`src/rtl/alu_pkg.sv`:
```
// rtl/alu_pkg.sv - shared types and constants for the ALU request initiator
package alu_pkg;

  localparam int ALU_DATA_WIDTH = 8;

  // Opcode encoding understood by the ALU; the initiator forwards it untouched.
  localparam logic OP_ADD = 1'b0;
  localparam logic OP_SUB = 1'b1;

  typedef enum logic [2:0] {
    IDLE,
    SEND_A,
    SEND_B,
    WAIT_DONE,
    RESP
  } state_t;

  typedef struct packed {
    logic [ALU_DATA_WIDTH-1:0] result;
    logic                      overflow;
    logic                      timeout;
  } alu_rsp_t;

endpackage

```
`src/rtl/alu_req_initiator_if.sv`:
```
// rtl/alu_req_initiator_if.sv - request, response and ALU bus signals of the initiator
interface alu_req_initiator_if #(
  parameter int DATA_WIDTH = alu_pkg::ALU_DATA_WIDTH
);

  logic                  req_valid;
  logic                  req_ready;
  logic                  req_opcode;
  logic [DATA_WIDTH-1:0] req_a;
  logic [DATA_WIDTH-1:0] req_b;

  logic                  rsp_valid;
  logic                  rsp_ready;
  logic [DATA_WIDTH-1:0] rsp_result;
  logic                  rsp_overflow;
  logic                  rsp_timeout;

  logic                  opcode_valid;
  logic                  opcode;
  logic [DATA_WIDTH-1:0] data;
  logic                  done;
  logic [DATA_WIDTH-1:0] result;
  logic                  overflow;

  // Initiator side.
  modport master (
    input  req_valid, req_opcode, req_a, req_b,
    output req_ready,
    output rsp_valid, rsp_result, rsp_overflow, rsp_timeout,
    input  rsp_ready,
    output opcode_valid, opcode, data,
    input  done, result, overflow
  );

  // Command source, response sink and ALU side.
  modport slave (
    output req_valid, req_opcode, req_a, req_b,
    input  req_ready,
    input  rsp_valid, rsp_result, rsp_overflow, rsp_timeout,
    output rsp_ready,
    input  opcode_valid, opcode, data,
    output done, result, overflow
  );

endinterface

```
`src/rtl/alu_req_initiator.sv`:
```
// rtl/alu_req_initiator.sv - serializes requests onto the ALU bus and returns responses; optional ALU_TIMEOUT_EN
module alu_req_initiator
  import alu_pkg::*;
#(
  parameter int DATA_WIDTH     = ALU_DATA_WIDTH,
  parameter int TIMEOUT_CYCLES = 64
) (
  input  logic                clk,
  input  logic                reset_n,
  alu_req_initiator_if.master bus,
  output logic                busy
);

  if (TIMEOUT_CYCLES < 1) begin : g_bad_timeout
    $error("TIMEOUT_CYCLES must be at least 1");
  end

  state_t                state;
  state_t                state_nx;

  logic                  op_q;
  logic [DATA_WIDTH-1:0] a_q;
  logic [DATA_WIDTH-1:0] b_q;
  logic [DATA_WIDTH-1:0] res_q;
  logic                  ovf_q;
  logic                  tmo_q;
  logic                  cnt_term;

`ifdef ALU_TIMEOUT_EN
  localparam int CNT_MIN_W = $clog2(TIMEOUT_CYCLES + 1);
  localparam int CNT_W     = (CNT_MIN_W < 8) ? 8 : CNT_MIN_W;

  logic [CNT_W-1:0] wait_cnt;

  // The edge that would bring the count to TIMEOUT_CYCLES is the terminal one.
  assign cnt_term = (state == WAIT_DONE) && (wait_cnt == CNT_W'(TIMEOUT_CYCLES - 1));

  // Count WAIT_DONE cycles without done; held at zero outside WAIT_DONE.
  always_ff @(posedge clk or negedge reset_n) begin
    if (!reset_n) begin
      wait_cnt <= '0;
    end else if (state != WAIT_DONE) begin
      wait_cnt <= '0;
    end else if (!bus.done) begin
      wait_cnt <= wait_cnt + 1'b1;
    end
  end
`else
  assign cnt_term = 1'b0;
`endif

  // State register.
  always_ff @(posedge clk or negedge reset_n) begin
    if (!reset_n) begin
      state <= IDLE;
    end else begin
      state <= state_nx;
    end
  end

  // Next-state decode; done outside WAIT_DONE is deliberately ignored.
  always_comb begin
    state_nx = state;
    case (state)
      IDLE:      if (bus.req_valid) state_nx = SEND_A;
      SEND_A:    state_nx = SEND_B;
      SEND_B:    state_nx = WAIT_DONE;
      WAIT_DONE: if (bus.done || cnt_term) state_nx = RESP;
      RESP:      if (bus.rsp_ready) state_nx = IDLE;
      default:   state_nx = IDLE;
    endcase
  end

  // Latch the request in the accept cycle so the source may change it afterwards.
  always_ff @(posedge clk or negedge reset_n) begin
    if (!reset_n) begin
      op_q <= 1'b0;
      a_q  <= '0;
      b_q  <= '0;
    end else if (state == IDLE && bus.req_valid) begin
      op_q <= bus.req_opcode;
      a_q  <= bus.req_a;
      b_q  <= bus.req_b;
    end
  end

  // Capture the response; done takes priority over a coincident timeout.
  always_ff @(posedge clk or negedge reset_n) begin
    if (!reset_n) begin
      res_q <= '0;
      ovf_q <= 1'b0;
      tmo_q <= 1'b0;
    end else if (state == WAIT_DONE) begin
      if (bus.done) begin
        res_q <= bus.result;
        ovf_q <= bus.overflow;
        tmo_q <= 1'b0;
      end else if (cnt_term) begin
        res_q <= '0;
        ovf_q <= 1'b0;
        tmo_q <= 1'b1;
      end
    end
  end

  // Outputs decode directly from state so reset clears the ALU bus immediately.
  always_comb begin
    bus.req_ready    = reset_n && (state == IDLE);
    bus.opcode_valid = (state == SEND_A);
    bus.opcode       = (state == SEND_A) ? op_q : 1'b0;
    bus.data         = '0;
    if (state == SEND_A) bus.data = a_q;
    if (state == SEND_B) bus.data = b_q;
    bus.rsp_valid    = (state == RESP);
    bus.rsp_result   = res_q;
    bus.rsp_overflow = ovf_q;
    bus.rsp_timeout  = tmo_q;
    busy             = (state != IDLE);
  end

endmodule

```
`src/flat_wrapper.sv`:
```
// flat-port wrapper written by rule: the top's interface ports become plain ports
module alu_req_initiator_flat import alu_pkg::*;
#(
  parameter int DATA_WIDTH     = ALU_DATA_WIDTH,
  parameter int TIMEOUT_CYCLES = 64
)
  (clk, reset_n, busy, bus_req_valid, bus_req_opcode, bus_req_a, bus_req_b, bus_req_ready, bus_rsp_valid, bus_rsp_result, bus_rsp_overflow, bus_rsp_timeout, bus_rsp_ready, bus_opcode_valid, bus_opcode, bus_data, bus_done, bus_result, bus_overflow);
  alu_req_initiator_if #(.DATA_WIDTH(DATA_WIDTH)) bus_i ();
  input  logic clk;
  input  logic reset_n;
  output logic busy;
  input wire logic [$bits(bus_i.req_valid)-1:0] bus_req_valid;
  input wire logic [$bits(bus_i.req_opcode)-1:0] bus_req_opcode;
  input wire logic [$bits(bus_i.req_a)-1:0] bus_req_a;
  input wire logic [$bits(bus_i.req_b)-1:0] bus_req_b;
  output wire logic [$bits(bus_i.req_ready)-1:0] bus_req_ready;
  output wire logic [$bits(bus_i.rsp_valid)-1:0] bus_rsp_valid;
  output wire logic [$bits(bus_i.rsp_result)-1:0] bus_rsp_result;
  output wire logic [$bits(bus_i.rsp_overflow)-1:0] bus_rsp_overflow;
  output wire logic [$bits(bus_i.rsp_timeout)-1:0] bus_rsp_timeout;
  input wire logic [$bits(bus_i.rsp_ready)-1:0] bus_rsp_ready;
  output wire logic [$bits(bus_i.opcode_valid)-1:0] bus_opcode_valid;
  output wire logic [$bits(bus_i.opcode)-1:0] bus_opcode;
  output wire logic [$bits(bus_i.data)-1:0] bus_data;
  input wire logic [$bits(bus_i.done)-1:0] bus_done;
  input wire logic [$bits(bus_i.result)-1:0] bus_result;
  input wire logic [$bits(bus_i.overflow)-1:0] bus_overflow;
  assign bus_i.req_valid = bus_req_valid;
  assign bus_i.req_opcode = bus_req_opcode;
  assign bus_i.req_a = bus_req_a;
  assign bus_i.req_b = bus_req_b;
  assign bus_req_ready = bus_i.req_ready;
  assign bus_rsp_valid = bus_i.rsp_valid;
  assign bus_rsp_result = bus_i.rsp_result;
  assign bus_rsp_overflow = bus_i.rsp_overflow;
  assign bus_rsp_timeout = bus_i.rsp_timeout;
  assign bus_i.rsp_ready = bus_rsp_ready;
  assign bus_opcode_valid = bus_i.opcode_valid;
  assign bus_opcode = bus_i.opcode;
  assign bus_data = bus_i.data;
  assign bus_i.done = bus_done;
  assign bus_i.result = bus_result;
  assign bus_i.overflow = bus_overflow;
  alu_req_initiator #(.DATA_WIDTH(DATA_WIDTH), .TIMEOUT_CYCLES(TIMEOUT_CYCLES)) u_core (.clk(clk), .reset_n(reset_n), .bus(bus_i), .busy(busy));
endmodule
```
`config.mk`:
```
export PLATFORM = sky130hd
export DESIGN_NAME = alu_req_initiator_flat
export DESIGN_NICKNAME = d
export VERILOG_FILES = /design/src/rtl/alu_pkg.sv /design/src/rtl/alu_req_initiator_if.sv /design/src/rtl/alu_req_initiator.sv /design/src/flat_wrapper.sv
export SDC_FILE = /design/constraint.sdc
export NUM_CORES = 1
export LEC_CHECK = 0
export BUFFER_PORTS_ARGS = -buffer_cell sky130_fd_sc_hd__buf_2
export CORE_MARGIN = 4
export CORE_UTILIZATION = 45
export DETAILED_ROUTE_END_ITERATION = 7
export PLACE_DENSITY = 0.85
export SLEW_MARGIN = 20
export SYNTH_ARGS = -nofsm -noshare
export SYNTH_HDL_FRONTEND = slang
export SYNTH_SLANG_ARGS = --single-unit
```
`constraint.sdc`:
```
create_clock -name clk -period 4.4 [get_ports clk]
set_input_delay 0 -clock clk [delete_from_list [all_inputs] [get_ports clk]]
set_output_delay 0 -clock clk [all_outputs]
set_load 0.05 [all_outputs]
```
==> results.md, run 1 <==
* Status: complete, no violations
* Syn_area_per_cell at 13.4 sq um
* Period utilization at 45.5%
* Synth area leader: dfrtp_1
* Ports at 54
* Cell Chain, Critical Path: nor4b_4 > buf_4 > mux2_2
* CP required at 4.60 ns
* Initial antenna violation count at 0
* Drt total wl at 3330 um
* Netlist Area Pre-Place at 1400 sq um
* M1 WL at 1350 um
* Die Ht at 63.7 um
* Total global routing overflow at 0
* Number of global-route vias before repair at 1219
* Highest metal used: met4
* Cell Rows at 19
* Max Freq at 0.500 GHz
* N_diodes at 0
* Sequential share of the synthesized area at 52.0%
* Worst R2R End: u_core.b_q[1]$_DFFE_PN0P_
* Die width at 63.7 um
* RSZ-0062 raised after global routing: no
* Largest net degree at the start of global routing at 31
* FF-to-FF Start: u_core.state[1]$_DFFE_PN0P_
* Post-Syn Instances at 104
* Die area at 4060 sq um
* Syn_nets at 135
* Min-Delay Path Class: in2async
* Clock Skews at 0.00449 ns
* # placed instances at 179
* Reg2Reg Setup Slack at 2.40 ns
* Final Slew Violations at 0
* CP top delay family: flip-flops
* Via density per instance at 5.19
* CP max stage cell: dfrtp_1
* Setup crit end kind: flop
* Nets at 216
* Post-CTS Setup Inserts at 0
* Synth top area cells: dfrtp_1 52%, mux2_2 13%, mux2_4 11%, nand3b_1 8.6%, a21oi_1 3.2%
* Setup violations, final at 0
* Via Count at 1121
* GRT Util Overall at 18.0%
* Fin. Hold Viols at 0
* Max incr delay on CP at 0.64 ns
* DR WL met2 at 1640 um
* Kind of critical path: reg2reg
* Leakage power at 0.941 nW
* Max-cap violations at 0
* CP bufs+invs at 1
* Post-route insts no fill at 216
* Core box area at 2850 sq um
* Clock period minus final worst setup slack at 2.00 ns
* CP Max Fanout at 25
* Crit path arrival time at 2.20 ns
* Yosys cell types at 23
* Max Buffers Root-to-Sink at 2
* 1st-pass router iterations at 4
* Worst-margin pin slew at 0.711 ns
* Detailed placer's ending HPWL at 2160 um
* Power Dens Cells at 782 nW/um^2
* Register bit total from synthesis at 29
* CTS tree: built
* Synth Warn # at 0
* Met3 routed WL at 250 um
* Clock root buffer: clkbuf_4
* Wirelength per Cell at 15.4 um
* Worst-path clk slew at 0.08 ns
* H-Tree Depth at 2
* Peak supply drop at 0.529 mV
* Setup TNS at 0 ns
* PortBufs at 52
* Layout cell share with drive strength beyond 1 at 47.0%
* Final GP Congestion at 0.697
* Synth top area share at 52.0%
* # clock sinks at 29
* DRT iter0 DRCs at 35
* First-pass GRT wire length at 5590 um
* Post-route ant nets at 0
* Clk_lat worst skew at 0.32 ns
* Starting density of the core at 48.9%
* Reg2Reg Depth at 3
* Startpoint Class: flop
* Layout area overhead at 42.8%
* Number of remaining DRC errors at 0
* CTS Buf Count at 5
* Relative slew slack at 52.6%
flip-flops by register name, indices dropped and copies added (netlist names):
register	cells
u_core.a_q	8
u_core.b_q	8
u_core.state	3
u_core.bus.rsp_result	8
u_core.bus.rsp_overflow	1
u_core.op_q	1
cells in the final DEF, fill, tap and decap left out, types with 2 or more instances in the layout:
cell | synthesis | layout
mux2_4 | 10 | 10
buf_2 | 0 | 52
nand3b_1 | 16 | 16
clkbuf_4 | 0 | 5
a21oi_1 | 9 | 9
mux2_2 | 16 | 16
dfrtp_1 | 29 | 29
dlygate4sd3_1 | 0 | 30
inv_1 | 2 | 2
worst register-to-register path, cell delays in order (launching register included):
cell and delay, ns:
dfrtp_1 0.64, nor4b_4 0.54, buf_4 0.33, mux2_2 0.38
through the flow:
stage / total power (W) / setup slack, ns / utilization, % / hold WS [ns] / cell area [sq um]
after floorplan: 0.00122 / 2.15 / - / -0.296 / 1400
after global placement: 0.00135 / 2.54 / 57.5 / 0.0392 / 1640
after detailed placement: 0.00139 / 2.43 / 57.5 / 0.0616 / 1640
after CTS: 0.00157 / 2.42 / 69.9 / 0.247 / 1990
after global routing: 0.00165 / 2.28 / 69.9 / 0.284 / 1990
final: 0.00156 / 2.40 / 69.9 / 0.237 / 1990
how the worst max path moves through the flow:
| stage | startpoint | endpoint | slack [ns] | cells past startpoint |
|---|---|---|---|---|
| after global routing | u_core.state[1]$_DFFE_PN0P_ | u_core.bus.rsp_result[3]$_DFFE_PN0P_ | 2.28 | 2 |
| after CTS | u_core.state[1]$_DFFE_PN0P_ | u_core.b_q[1]$_DFFE_PN0P_ | 2.42 | 3 |
| after global placement | u_core.state[1]$_DFFE_PN0P_ | u_core.op_q$_DFFE_PN0P_ | 2.54 | 3 |
| final | u_core.state[1]$_DFFE_PN0P_ | u_core.b_q[1]$_DFFE_PN0P_ | 2.40 | 3 |
| after floorplan | u_core.state[1]$_DFFE_PN0P_ | bus_opcode | 2.15 | 3 |
| after detailed placement | u_core.state[1]$_DFFE_PN0P_ | u_core.b_q[1]$_DFFE_PN0P_ | 2.43 | 3 |
power breakdown:
| group | total, W | internal, W | switching (W) |
|---|---|---|---|
| sequential | 0.000544 | 0.000401 | 0.000142 |
| clock | 0.000158 | 0.0000753 | 0.0000827 |
| combinational | 0.000858 | 0.000326 | 0.000532 |
| total | 0.00156 | 0.000803 | 0.000757 |
cell type report:
type | count | area, sq um
Clock buffer | 7 | 55.1
Timing Repair Buffer | 83 | 568
Multi-Input combinational cell | 64 | 599
Inverter | 2 | 7.51
Sequential cell | 29 | 726
Tap cell | 31 | 38.8
Fill cell | 213 | 858
timing repair:
action                                 in CTS  in global routing
endpoints found under the hold margin      58                  0
hold buffers                               30                  0
resized for setup                           0                  0
layer usage:
metal	vias up	GRT usage, %
met4	0	8.09
met1	531	19.3
met5	-	0
met3	13	7.82
li1	528	-
met2	49	30.5
synth_stat cells, drive strengths merged:
| master | instances |
|---|---|
| nor4b | 1 |
| nor3 | 1 |
| nand3b | 16 |
| a21oi | 9 |
| inv | 2 |
| dfrtp | 29 |
| nand4b | 1 |
| buf | 4 |
| nand2b | 1 |
| clkbuf | 5 |
| nor2 | 1 |
| o41ai | 1 |
| and2 | 1 |
| nor3b | 1 |
| conb | 1 |
| a21bo | 1 |
| o21bai | 1 |
| or3 | 1 |
| a31oi | 1 |
| mux2 | 26 |
cells by family (layout without fill, tap and decap cells):
logic type | count (synthesis) | count (layout) | share of synthesized area (%)
DFF | 29 | 29 | 52.0
muxes | 26 | 26 | 23.7
and+or+nand+nor | 24 | 24 | 13.4
AOI/OAI and AO/OA | 13 | 13 | 5.56
buffers and inverters | 11 | 92 | 5.11
other | 1 | 1 | 0.269
(Power assumes the default switching activity.)
==> run 2: changes to the inputs <==
--- a/config.mk
+++ b/config.mk
@@ -7,7 +7,7 @@
 export LEC_CHECK = 0
 export BUFFER_PORTS_ARGS = -buffer_cell sky130_fd_sc_hd__buf_2
 export CORE_MARGIN = 4
-export CORE_UTILIZATION = 45
+export CORE_UTILIZATION = 43
 export DETAILED_ROUTE_END_ITERATION = 7
 export PLACE_DENSITY = 0.85
 export SLEW_MARGIN = 20
==> constraint.sdc (replaced) <==
create_clock -name clk -period 1.6 [get_ports clk]
set_input_delay 0 -clock clk [delete_from_list [all_inputs] [get_ports clk]]
set_output_delay 0 -clock clk [all_outputs]
set_load 0.05 [all_outputs]
==> run 2 against run 1 <==
Clock skew increased by 0.0049 ns; die area increased by 4.1%; wire length increased by 13%; register-to-register slack got worse by 2.4 ns; core utilization about the same; cell count increased by 11%; worst hold slack improved by 0.018 ns; first-iteration DRC count decreased by 2.9%; sequential power increased by 150%; global-route usage increased by 1.6 points; largest cell class unchanged.
==> results.md, run 2 (synthesis results as in run 1) <==
* Status: complete, no violations (unchanged)
* Period utilization at 97.5% (was 45.5%)
* Die Ht at 65.0 um (was 63.7 um)
* First-pass GRT wire length at 6240 um (was 5590 um)
* Drt total wl at 3770 um (was 3330 um)
* Initial antenna violation count at 0 (unchanged)
* Worst-path clk slew at 0.10 ns (was 0.08 ns)
* Reg2Reg Setup Slack at 0.04 ns (was 2.40 ns)
* CP top delay family: flip-flops (unchanged)
* Crit path arrival time at 1.77 ns (was 2.20 ns)
* CTS Buf Count at 5 (unchanged)
* Max Freq at 0.641 GHz (was 0.500 GHz)
* CTS tree: built (unchanged)
* Power Dens Cells at 2150 nW/um^2 (was 782 nW/um^2)
* Final GP Congestion at 0.740 (was 0.697)
* Core box area at 3080 sq um (was 2850 sq um)
* Clock Skews at 0.00940 ns (was 0.00449 ns)
* Worst hold slack at 0.255 ns (was 0.237 ns)
* Via Count at 1193 (was 1121)
* Wirelength per Cell at 15.7 um (was 15.4 um)
* Kind of critical path: reg2reg (unchanged)
* Starting density of the core at 45.4% (was 48.9%)
* Post-route ant nets at 0 (unchanged)
* Setup crit end kind: flop (unchanged)
* Peak supply drop at 1.31 mV (was 0.529 mV)
* 1st-pass router iterations at 4 (unchanged)
* Min-Delay Path Class: in2async (unchanged)
* CP max stage cell: dfrtp_1 (unchanged)
* Clock root buffer: clkbuf_4 (unchanged)
* Number of remaining DRC errors at 0 (unchanged)
* RSZ-0062 raised after global routing: yes (was no)
* Clock period minus final worst setup slack at 1.56 ns (was 2.00 ns)
* Most used cell along the critical path: buf_6
* Die area at 4220 sq um (was 4060 sq um)
* CP required at 1.81 ns (was 4.60 ns)
* Total global routing overflow at 0 (unchanged)
* Leakage power at 1.00 nW (was 0.941 nW)
* Final Slew Violations at 0 (unchanged)
* Largest net degree at the start of global routing at 30 (was 31)
* Max incr delay on CP at 0.43 ns (was 0.64 ns)
* GRT Util Overall at 19.5% (was 18.0%)
* FILL cells at 207 (was 213)
* PortBufs at 52 (unchanged)
* Detailed placer's ending HPWL at 2450 um (was 2160 um)
* Nets at 226 (was 216)
* Via density per instance at 4.97 (was 5.19)
* Layout area overhead at 54.2% (was 42.8%)
* Die width at 65.0 um (was 63.7 um)
* Ports at 54 (unchanged)
* Most common cell after layout, fill and taps aside: buf_2 (unchanged)
* Cell Rows at 20 (was 19)
* Startpoint Class: flop (unchanged)
* Layout cell share with drive strength beyond 1 at 53.1% (was 47.0%)
* Clk_lat worst skew at 0.32 ns (about the same)
* H-Tree Depth at 2 (unchanged)
* CP Max Fanout at 11 (was 25)
* Fin. Hold Viols at 0 (unchanged)
* Max-cap violations at 0 (unchanged)
* Max Buffers Root-to-Sink at 2 (unchanged)
* Commonest non-fill, non-tap cells in the layout: 46 x buf_2, 30 x dlygate4sd3_1, 28 x dfrtp_1 (was 52 x buf_2, 30 x dlygate4sd3_1, 29 x dfrtp_1)
* # clock sinks at 29 (unchanged)
* N_diodes at 0 (unchanged)
* CP bufs+invs at 2 (was 1)
* Setup TNS at 0 ns (unchanged)
* Cell Chain, Critical Path: buf_6 > nor4b_4 > buf_6 > mux2_2 (was nor4b_4 > buf_4 > mux2_2)
* Setup violations, final at 0 (unchanged)
* DRT iter0 DRCs at 34 (was 35)
* Number of global-route vias before repair at 1289 (was 1219)
## run 2: changes by cell type in the layout (fill, tap and decap cells not counted), sizes merged
cell,before,now
clkbuf,7,6
buf,53,63
clkinv,0,2
## run 2: worst reg2reg max path: stages (launching register included)
cell and delay, ns:
dfrtp_1 0.43, buf_6 0.15, nor4b_4 0.31, buf_6 0.21, mux2_2 0.35
## run 2: metal layers
layer  GRT usage (%)  up-vias  share of wire (%)
met5               0        -                  0
met4            3.43        0               0.61
met3            6.59        4                5.5
met2            33.6       38                 54
met1            24.0      602                 40
li1                -      549                  -
## run 2: where the power goes
group / internal [W] / switching [W]
clock: 0.000167 / 0.000252
sequential: 0.00111 / 0.000241
combinational: 0.00114 / 0.00173
## run 2: final timing paths
path	start	to	depth (start not counted)
setup / recovery	u_core.state[0]$_DFFE_PN0P_	u_core.b_q[7]$_DFFE_PN0P_	4
max in group asynchronous	reset_n	u_core.state[2]$_DFFE_PN0P_	3
hold / removal	reset_n	u_core.a_q[4]$_DFFE_PN0P_	3
min in group clk	bus_rsp_ready	u_core.state[2]$_DFFE_PN0P_	3
hold reg to reg	u_core.bus.rsp_result[5]$_DFFE_PN0P_	u_core.bus.rsp_result[5]$_DFFE_PN0P_	1
setup reg to reg	u_core.state[0]$_DFFE_PN0P_	u_core.b_q[7]$_DFFE_PN0P_	4
## run 2: area by class of cell
cell class	count	area [sq um]	share of cell area, %
flip-flops and latches	29	727	33.8
repair buffers	93	681	31.6
multi-input cells	64	632	29.3
well taps	44	55.1	2.56
clock buffers	6	41.3	1.92
clock inverters	2	10.0	0.465
inverters	2	7.51	0.349
## run 2: repair_timing
action / in CTS / in global routing
hold endpoints to repair: 58 / 0
endpoints found under the setup margin: 6 / 18
resized for setup: 6 / 13
setup buffers: 2 / 0
hold buffers: 30 / 0
## run 2: metrics by stage
step | util [%] | power (W) | cells | area [sq um] | worst slack [ns]
2_1_floorplan | - | 0.00338 | 104 | 1410 | -0.113
3_3_place_gp | 56.1 | 0.00385 | 200 | 1730 | 0.185
3_5_place_dp | 56.1 | 0.00394 | 200 | 1730 | 0.127
6_report | 70.0 | 0.00463 | 240 | 2150 | 0.0403
5_1_grt | 70.0 | 0.00487 | 240 | 2150 | -0.0318
4_1_cts | 68.7 | 0.00452 | 240 | 2110 | 0.0102
